## config.mk

```make
export PLATFORM = sky130hd
export DESIGN_NAME = ucount_b2c
export DESIGN_NICKNAME = d
export VERILOG_FILES = /design/src/rtl/ucount_pkg.sv /design/src/rtl/ucount_b2c.sv
export SDC_FILE = /design/constraint.sdc
export NUM_CORES = 1
export LEC_CHECK = 0
export ABC_AREA = 1
export CAP_MARGIN = 10
export CELL_PAD_IN_SITES_DETAIL_PLACEMENT = 0
export CELL_PAD_IN_SITES_GLOBAL_PLACEMENT = 1
export CORE_ASPECT_RATIO = 1.4
export CORE_MARGIN = 1
export CORE_UTILIZATION = 40
export CTS_CLUSTER_DIAMETER = 200
export DETAILED_ROUTE_END_ITERATION = 8
export PLACE_DENSITY = 0.8
export SETUP_SLACK_MARGIN = 0.2
export SYNTH_ARGS = -nofsm -noshare
export SYNTH_HDL_FRONTEND = slang
export SYNTH_SLANG_ARGS = --single-unit
```

## constraint.sdc

```tcl
create_clock -name iClk -period 2.8 [get_ports iClk]
set_input_delay 0.56 -clock iClk [delete_from_list [all_inputs] [get_ports iClk]]
set_output_delay 0.56 -clock iClk [all_outputs]
set_load 0.02 [all_outputs]
```

## src/rtl/ucount_pkg.sv

```systemverilog
`default_nettype none
// ============================================================================
// Module      : ucount_pkg
// Description : Shared definitions for the stochastic-to-binary converter.
//               Holds the FSM state encoding and a window-length helper.
// Ports       : none (package)
// Revision    : 1.0 - initial release
// ============================================================================
package ucount_pkg;

  // FSM state encoding (2-bit, legacy-compatible constants)
  typedef logic [1:0] state_t;
  localparam state_t ST_IDLE  = 2'd0;
  localparam state_t ST_ACCUM = 2'd1;
  localparam state_t ST_HOLD  = 2'd2;

  // Number of enabled samples in one conversion window
  function automatic int unsigned win_len(input int unsigned winlog);
    return 32'd1 << winlog;
  endfunction

endpackage
`default_nettype wire

```

## src/rtl/ucount_b2c.sv

```systemverilog
`default_nettype none
// ============================================================================
// Module      : ucount_b2c
// Description : Stochastic-to-binary converter. Counts ones of a unary
//               bitstream over 2^WINLOG enabled samples, saturates the count
//               to 2^WINLOG-1 and scales it to BITWIDTH bits. The result is
//               offered on a valid/ready handshake.
// Ports       : iClk    - clock
//               iRstN   - asynchronous active-low reset
//               iClr    - synchronous clear/abort (overrides start/ready)
//               iStart  - begin a conversion window
//               iEn     - sample qualifier for iBit
//               iBit    - unary bitstream input
//               oBusy   - window in progress
//               oValid  - result available
//               iReady  - consumer accepts result
//               oResult - converted binary value
// Revision    : 1.0 - initial release
// ============================================================================
module ucount_b2c
  import ucount_pkg::*;
#(
  parameter int BITWIDTH = 8,
  parameter int WINLOG   = 8   // must be >= BITWIDTH
) (
  input  logic                iClk,
  input  logic                iRstN,
  input  logic                iClr,
  input  logic                iStart,
  input  logic                iEn,
  input  logic                iBit,
  output logic                oBusy,
  output logic                oValid,
  input  logic                iReady,
  output logic [BITWIDTH-1:0] oResult
);

  localparam int unsigned    C_WIN   = win_len(WINLOG);
  localparam logic [WINLOG:0] C_MAX  = (WINLOG+1)'(C_WIN - 1);
  localparam logic [WINLOG-1:0] C_LAST = WINLOG'(C_WIN - 1);
  localparam int             C_SHIFT = WINLOG - BITWIDTH;

  state_t              state_q, state_d;
  logic [WINLOG-1:0]   cnt_smp_q, cnt_smp_d;
  logic [WINLOG:0]     cnt_one_q, cnt_one_d;
  logic                valid_q, valid_d;
  logic [BITWIDTH-1:0] result_q, result_d;

  // Ones count including the current sample, and its saturated form.
  // A full window of ones reaches 2^WINLOG, which must clamp rather than
  // wrap to zero once the MSB is dropped by scaling.
  logic [WINLOG:0]     ones_nxt;
  logic [WINLOG:0]     ones_sat;

  always_comb begin
    state_d   = state_q;
    cnt_smp_d = cnt_smp_q;
    cnt_one_d = cnt_one_q;
    valid_d   = valid_q;
    result_d  = result_q;

    ones_nxt = cnt_one_q + {{WINLOG{1'b0}}, iBit};
    ones_sat = ones_nxt[WINLOG] ? C_MAX : ones_nxt;

    if (iClr) begin
      state_d   = ST_IDLE;
      cnt_smp_d = '0;
      cnt_one_d = '0;
      valid_d   = 1'b0;
      result_d  = '0;
    end else begin
      case (state_q)
        ST_IDLE: begin
          if (iStart) begin
            state_d   = ST_ACCUM;
            cnt_smp_d = '0;
            cnt_one_d = '0;
          end
        end
        ST_ACCUM: begin
          if (iEn) begin
            cnt_smp_d = cnt_smp_q + 1'b1;
            cnt_one_d = ones_nxt;
            if (cnt_smp_q == C_LAST) begin
              state_d  = ST_HOLD;
              valid_d  = 1'b1;
              result_d = BITWIDTH'(ones_sat >> C_SHIFT);
            end
          end
        end
        ST_HOLD: begin
          if (iReady) begin
            valid_d = 1'b0;
            if (iStart) begin
              // back-to-back: skip IDLE and open the next window now
              state_d   = ST_ACCUM;
              cnt_smp_d = '0;
              cnt_one_d = '0;
            end else begin
              state_d = ST_IDLE;
            end
          end
        end
        default: begin
          state_d = ST_IDLE;
          valid_d = 1'b0;
        end
      endcase
    end
  end

  always_ff @(posedge iClk or negedge iRstN) begin
    if (!iRstN) begin
      state_q   <= ST_IDLE;
      cnt_smp_q <= '0;
      cnt_one_q <= '0;
      valid_q   <= 1'b0;
      result_q  <= '0;
    end else begin
      state_q   <= state_d;
      cnt_smp_q <= cnt_smp_d;
      cnt_one_q <= cnt_one_d;
      valid_q   <= valid_d;
      result_q  <= result_d;
    end
  end

  assign oBusy   = (state_q == ST_ACCUM);
  assign oValid  = valid_q;
  assign oResult = result_q;

endmodule
`default_nettype wire

```

* Word-level counts from Yosys, hierarchy flattened
Index checks and enable logic that the tools add are counted.
** Word-level totals
- Register bits :: 28
- Input port bits :: 7
** Cells by class
- Add/subtract/negate cells :: 2
- Eq/ne operators :: 8
- Mux-type cells :: 27
- Reduce and logical (&&, ||, !) cells :: 9
** Operators by type and width (count)
- 2-to-1 mux 8 bit :: 9
- 2-to-1 mux 9 bit :: 4
- case mux 9 bit (3 select lines) :: 1
- case mux 8 bit (3 select lines) :: 1
- 2-to-1 mux 2 bit :: 5
- adder 9 x 1 -> 9 bit :: 1
- inequality test 3 bit (second input constant) :: 3
- adder 8 x 1 -> 8 bit (second input constant) :: 1
- == test 8 bit (second input constant) :: 1
- AND reduction 4 bit :: 2
- case mux 2 bit (3 select lines) :: 1
- AND reduction 3 bit :: 2
- nonzero test 2 bit :: 3
- 2-to-1 mux 1 bit :: 5
- nonzero test 4 bit :: 1
- inequality test 3 x 2 -> 1 bit (second input constant) :: 1
- case mux 1 bit (3 select lines) :: 1
- == test 2 x 1 -> 1 bit (second input constant) :: 1
- == test 2 bit (second input constant) :: 1
- zero test 2 bit :: 1
- inequality test 2 bit (second input constant) :: 1

* Longest topological paths before layout
- Depth in word-level cells :: 6
- Depth in mapped cells :: 10
- Mapped depth without buffers :: 10

* Worst setup path before layout
No wires, ideal clock.
- Path kind :: input port to flip-flop
- Start :: input iBit
- End :: register result_q[5], in the netlist oResult[5]
- Setup time :: 0.117 ns
- Data arrival time :: 1.530 ns
- Required time :: 2.683 ns
- Path slack :: 1.153 ns
- Stages :: 9
- Buffers on the path :: 0
- Path through :: ha_1 > ha_1 > nand2_1 > nor2_1 > nand4_1 > nand2_2 > nand2_1 > nand2_1 > nand2_1
** Between the ends
- Word-level cells in the longest chain between the ends :: 6
** RTL lines
- start: declaration :: line ucount_b2c.sv:31 : input logic iBit,
- adder 9 x 1 -> 9 bit :: line ucount_b2c.sv:62 : ones_nxt = cnt_one_q + {{WINLOG{1'b0}}, iBit};
- 2-to-1 mux 8 bit :: line ucount_b2c.sv:63 : ones_sat = ones_nxt[WINLOG] ? C_MAX : ones_nxt;
- 2-to-1 mux 8 bit :: line ucount_b2c.sv:84 : if (cnt_smp_q == C_LAST) begin
- 2-to-1 mux 8 bit :: line ucount_b2c.sv:81 : if (iEn) begin
- 2-to-1 mux 8 bit :: line ucount_b2c.sv:72 : case (state_q)
- 2-to-1 mux 8 bit :: line ucount_b2c.sv:65 : if (iClr) begin
- end signal: assignment :: line ucount_b2c.sv:124 : result_q <= result_d;
- end: declaration :: line ucount_b2c.sv:47 : logic [BITWIDTH-1:0] result_q, result_d;
Every way passes these cells. The select of a mux whose other input is x is not followed.
A chain may end at the register's enable or synchronous reset.

* Final worst setup path
- Start :: register state_q[0]
- End :: output oBusy
** Between the ends
- Word-level cells in the longest chain between the ends :: 1
** RTL lines
- start: declaration :: line ucount_b2c.sv:43 : state_t state_q, state_d;
- start signal: assignment :: line ucount_b2c.sv:120 : state_q <= state_d;
- == test 2 x 1 -> 1 bit :: line ucount_b2c.sv:128 : assign oBusy = (state_q == ST_ACCUM);
- end: declaration :: line ucount_b2c.sv:32 : output logic oBusy,
Every way passes these cells.

==> results by group <==
Placement
  • Input/output buffers: 16
  • Post-detailed-placement half-perimeter wirelength: 2470 um
  • Final estimated routing congestion in global placement: approximately 0.74
  • Post-DP Area: 0.00184 mm^2

Layout
  • Layout cells sized above 1: 14.6%
  • Signed area change from the synthesized netlist to the final layout: 17.7%
  • Antenna Diode Count: 0
  • Net count, final: 231
  • Final design utilization: about half
  • Area of all placed cells without fillers: between 0.0015 and 0.002 mm^2

Logic synthesis
  • EDFF count, synth: 0
  • Post-synth top area cell: sky130_fd_sc_hd__dfrtp_1
  • Most common flop cell mapped by yosys: sky130_fd_sc_hd__dfrtp_1
  • Fraction of registers with async set or reset after synthesis: 100%
  • Post-Synthesis Cells: between 150 and 200
  • Register bit count reported by yosys: 28
  • Ys Warns: 0
  • Post-synthesis net count: 209
  • Sequential cell area fraction in the yosys report: 43.1%
  • Top cells by area in the synthesized netlist: sky130_fd_sc_hd__dfrtp_1 (43%), sky130_fd_sc_hd__nand2_1 (15%), sky130_fd_sc_hd__nand3_1 (6.5%)
  • Mean instance size in the synthesized netlist: 8.21 um^2
  • Top cell type's share of synthesized area: a little over two fifths
  • Number of unique standard cell types used by synthesis: 28
  • Area of the mapped netlist: 0.00163 mm^2

Job
  • Total of max-cap violations: 0

Drt
  • Post-route ant nets: 0
  • Detailed route wirelength on metal3: 68 um
  • First-pass iteration count of the detailed router: 4
  • Uppermost signal routing layer after detailed routing: met4
  • Drc violations: 0
  • M1 wire length: 1660 um
  • Iter 0 DRT Violations: 30
  • Routed length on met2: 1590 um
  • Via density: 4.99
  • Average routed wire per standard cell: 12.9 um
  • Vias after detailed routing: ~1300
  • Drt total wl: 3380 um

Critical path
  • Maximum net fanout on the critical path: 6
  • Crit end category: output pin
  • Stage delay of the slowest cell on the critical path: 0.67 ns
  • Sort of element at the start of the critical path: flip-flop
  • Endpoint required time on the critical path: 2.24 ns
  • Type of the setup path with the least slack: flip-flop to output pin
  • Number of cells traversed by the worst register-to-register path: 9
  • CP endpoint: oBusy
  • FF-to-FF Start: cnt_one_q[0]
  • Buffering stage count on the worst path with inverters included: 2
  • Reg-to-reg critical path endpoint: oResult[0]
  • Register-to-register path setup slack: 1.16 ns
  • Number of cells on the critical path: 3
  • Slowest cell on the critical path: sky130_fd_sc_hd__clkdlybuf4s50_1
  • Data arrival, critical path: 1.69 ns
  • Category of cells accounting for the largest share of critical-path delay: buffers and inverters
  • Timing startpoint of the critical path: state_q[0]
  • Cell Chain, Critical Path: inv_2 -> nor2_4 -> clkdlybuf4s50_1

Clock network
  • TritonCTS buffer count: 3
  • Root buffer selected by CTS: sky130_fd_sc_hd__clkbuf_8
  • TritonCTS clock tree: built
  • H-tree Lvls: 1
  • Clock transition time at the flip-flop clock pins of the worst setup and hold paths: 0.10 ns
  • Clk sink count: 28
  • Setup Buffers After CTS: 0
  • Max Root-Sink Buffers: 2
  • Skew-Pair Late Insertion Delay: around 0.28 ns
  • CTS hold repair buffers: 0
  • # resized after CTS: 0

STA
  • Final setup violation count: 0
  • Worst-case headroom to the max-slew limit: 74.9%
  • Max Clock Freq: 445 MHz
  • Worst hold slack: 0.488 ns
  • Post-route clock period utilization: 80.2%
  • Sum Neg Setup Slack: 0 ns
  • Worst-case clock skew: 0.00852 ns
  • Period minus WS final: 2.25 ns
  • Hold Vio Cnt, Final: 0
  • Transition time of the tightest slew-check pin: roughly 0.38 ns
  • Setup repair after global routing missed its margin: no
  • Max-slew violation count: 0

Pwr
  • Worst supply voltage drop on vdd: 0.497 mV
  • Power per standard cell area: around 600 mW/mm^2
  • Cell leakage power: 0.945 nW
  • Post-layout total power: 1.17 mW

Global route
  • Gr ovfl total: 0
  • All-Layer GR Usage: 17.7%
  • Largest net degree at the start of global routing: 29
  • Number of global-route vias before repair: 1263
  • Initial antenna violation count: 0
  • First-pass GRT wire length: approximately 6000 um

Hold path
  • Cells on Worst Hold Path: 2
  • HP Class: flip-flop to flip-flop

Die
  • Row count: 27
  • Floorplan die height: 77.5 um
  • Die area: about 0.0043 mm^2
  • Core Box Area: 0.00392 mm^2
  • Die width: 55.9 um
  • Boundary Pins: 17
  • Initial standard-cell utilization of the core: between 40% and 50%

Run status
  • Outcome: finished clean
==> layout make-up <==
class | instances | area [um^2]
inverter | 19 | 71.3
multi-input combinational | 148 | 827
fill | 409 | 2000
sequential | 28 | 701
timing repair buffer | 20 | 190
tap | 43 | 53.8
clock buffer | 3 | 41.3
clock inverter | 1 | 30.0
==> metrics by stage <==
stage	setup slack [ns]	cells
after detailed placement	0.478	258
after global placement	0.515	258
after global routing	0.488	262
final	0.555	262
after CTS	0.536	262
after floorplan	1.15	198
==> layer usage <==
layer	up-vias	global-route usage (%)
li1	679	-
met5	-	0
met3	6	2.33
met4	0	7.07
met2	16	28.9
met1	606	23.6
==> Yosys cell counts (3+ instances only) <==
| cell | number |
|---|---|
| sky130_fd_sc_hd__xor2_1 | 5 |
| sky130_fd_sc_hd__ha_1 | 4 |
| sky130_fd_sc_hd__o21ai_0 | 5 |
| sky130_fd_sc_hd__o22ai_2 | 4 |
| sky130_fd_sc_hd__nand2_1 | 64 |
| sky130_fd_sc_hd__inv_2 | 4 |
| sky130_fd_sc_hd__nor2_1 | 15 |
| sky130_fd_sc_hd__o22ai_1 | 3 |
| sky130_fd_sc_hd__nand2_4 | 3 |
| sky130_fd_sc_hd__inv_1 | 15 |
| sky130_fd_sc_hd__o21ai_1 | 4 |
| sky130_fd_sc_hd__dfrtp_1 | 28 |
| sky130_fd_sc_hd__nor2_2 | 3 |
| sky130_fd_sc_hd__nand3_2 | 3 |
| sky130_fd_sc_hd__nor2_4 | 3 |
| sky130_fd_sc_hd__nand3_1 | 21 |
==> worst register-to-register path: stages (launching register included) <==
cell and delay, ns:
sky130_fd_sc_hd__dfrtp_1 0.39, sky130_fd_sc_hd__ha_1 0.16, sky130_fd_sc_hd__ha_1 0.17, sky130_fd_sc_hd__nand2_1 0.09, sky130_fd_sc_hd__nor2_1 0.22, sky130_fd_sc_hd__nand4_1 0.13
sky130_fd_sc_hd__nand2_2 0.18, sky130_fd_sc_hd__nand2_1 0.09, sky130_fd_sc_hd__nand2_1 0.06, sky130_fd_sc_hd__nand2_1 0.05
==> power by group <==
group / switching, mW / internal [mW] / leakage [nW]
Clock: 0.131 / 0.191 / 0.0357
Sequential: 0.0360 / 0.435 / 0.387
Combinational: 0.255 / 0.123 / 0.522
Total: 0.422 / 0.750 / 0.945
==> how the worst min path moves through the flow <==
stage	from	end	slack (ns)
2_1_floorplan	iRstN	cnt_one_q[0]	0.26
3_3_place_gp	oValid	oValid	0.46
3_5_place_dp	oValid	oValid	0.47
4_1_cts	oValid	oValid	0.49
5_1_grt	oResult[3]	oResult[3]	0.54
6_report	oValid	oValid	0.49
==> layout by cell type, fill, tap and decap left out, types with 5 or more instances in the layout <==
cell                               n
sky130_fd_sc_hd__xor2_1            5
sky130_fd_sc_hd__clkdlybuf4s50_1  16
sky130_fd_sc_hd__o21ai_0           5
sky130_fd_sc_hd__nand2_1          64
sky130_fd_sc_hd__nor2_1           15
sky130_fd_sc_hd__inv_1            15
sky130_fd_sc_hd__nand3_1          21
sky130_fd_sc_hd__dfrtp_1          28
==> kinds of logic after synthesis <==
group	share of synthesized area, %
xor+xnor	3.23
compound gates	7.77
simple gates	36.8
buf+inv	6.08
flops	43.1
fa+ha+maj	3.08
==> flip-flops by register name, indices dropped and copies added (netlist names) <==
signal / cells
cnt_smp_q: 8
cnt_one_q: 9
state_q: 2
oValid: 1
oResult: 8
No activity file was read; power rests on OpenSTA's default activity.
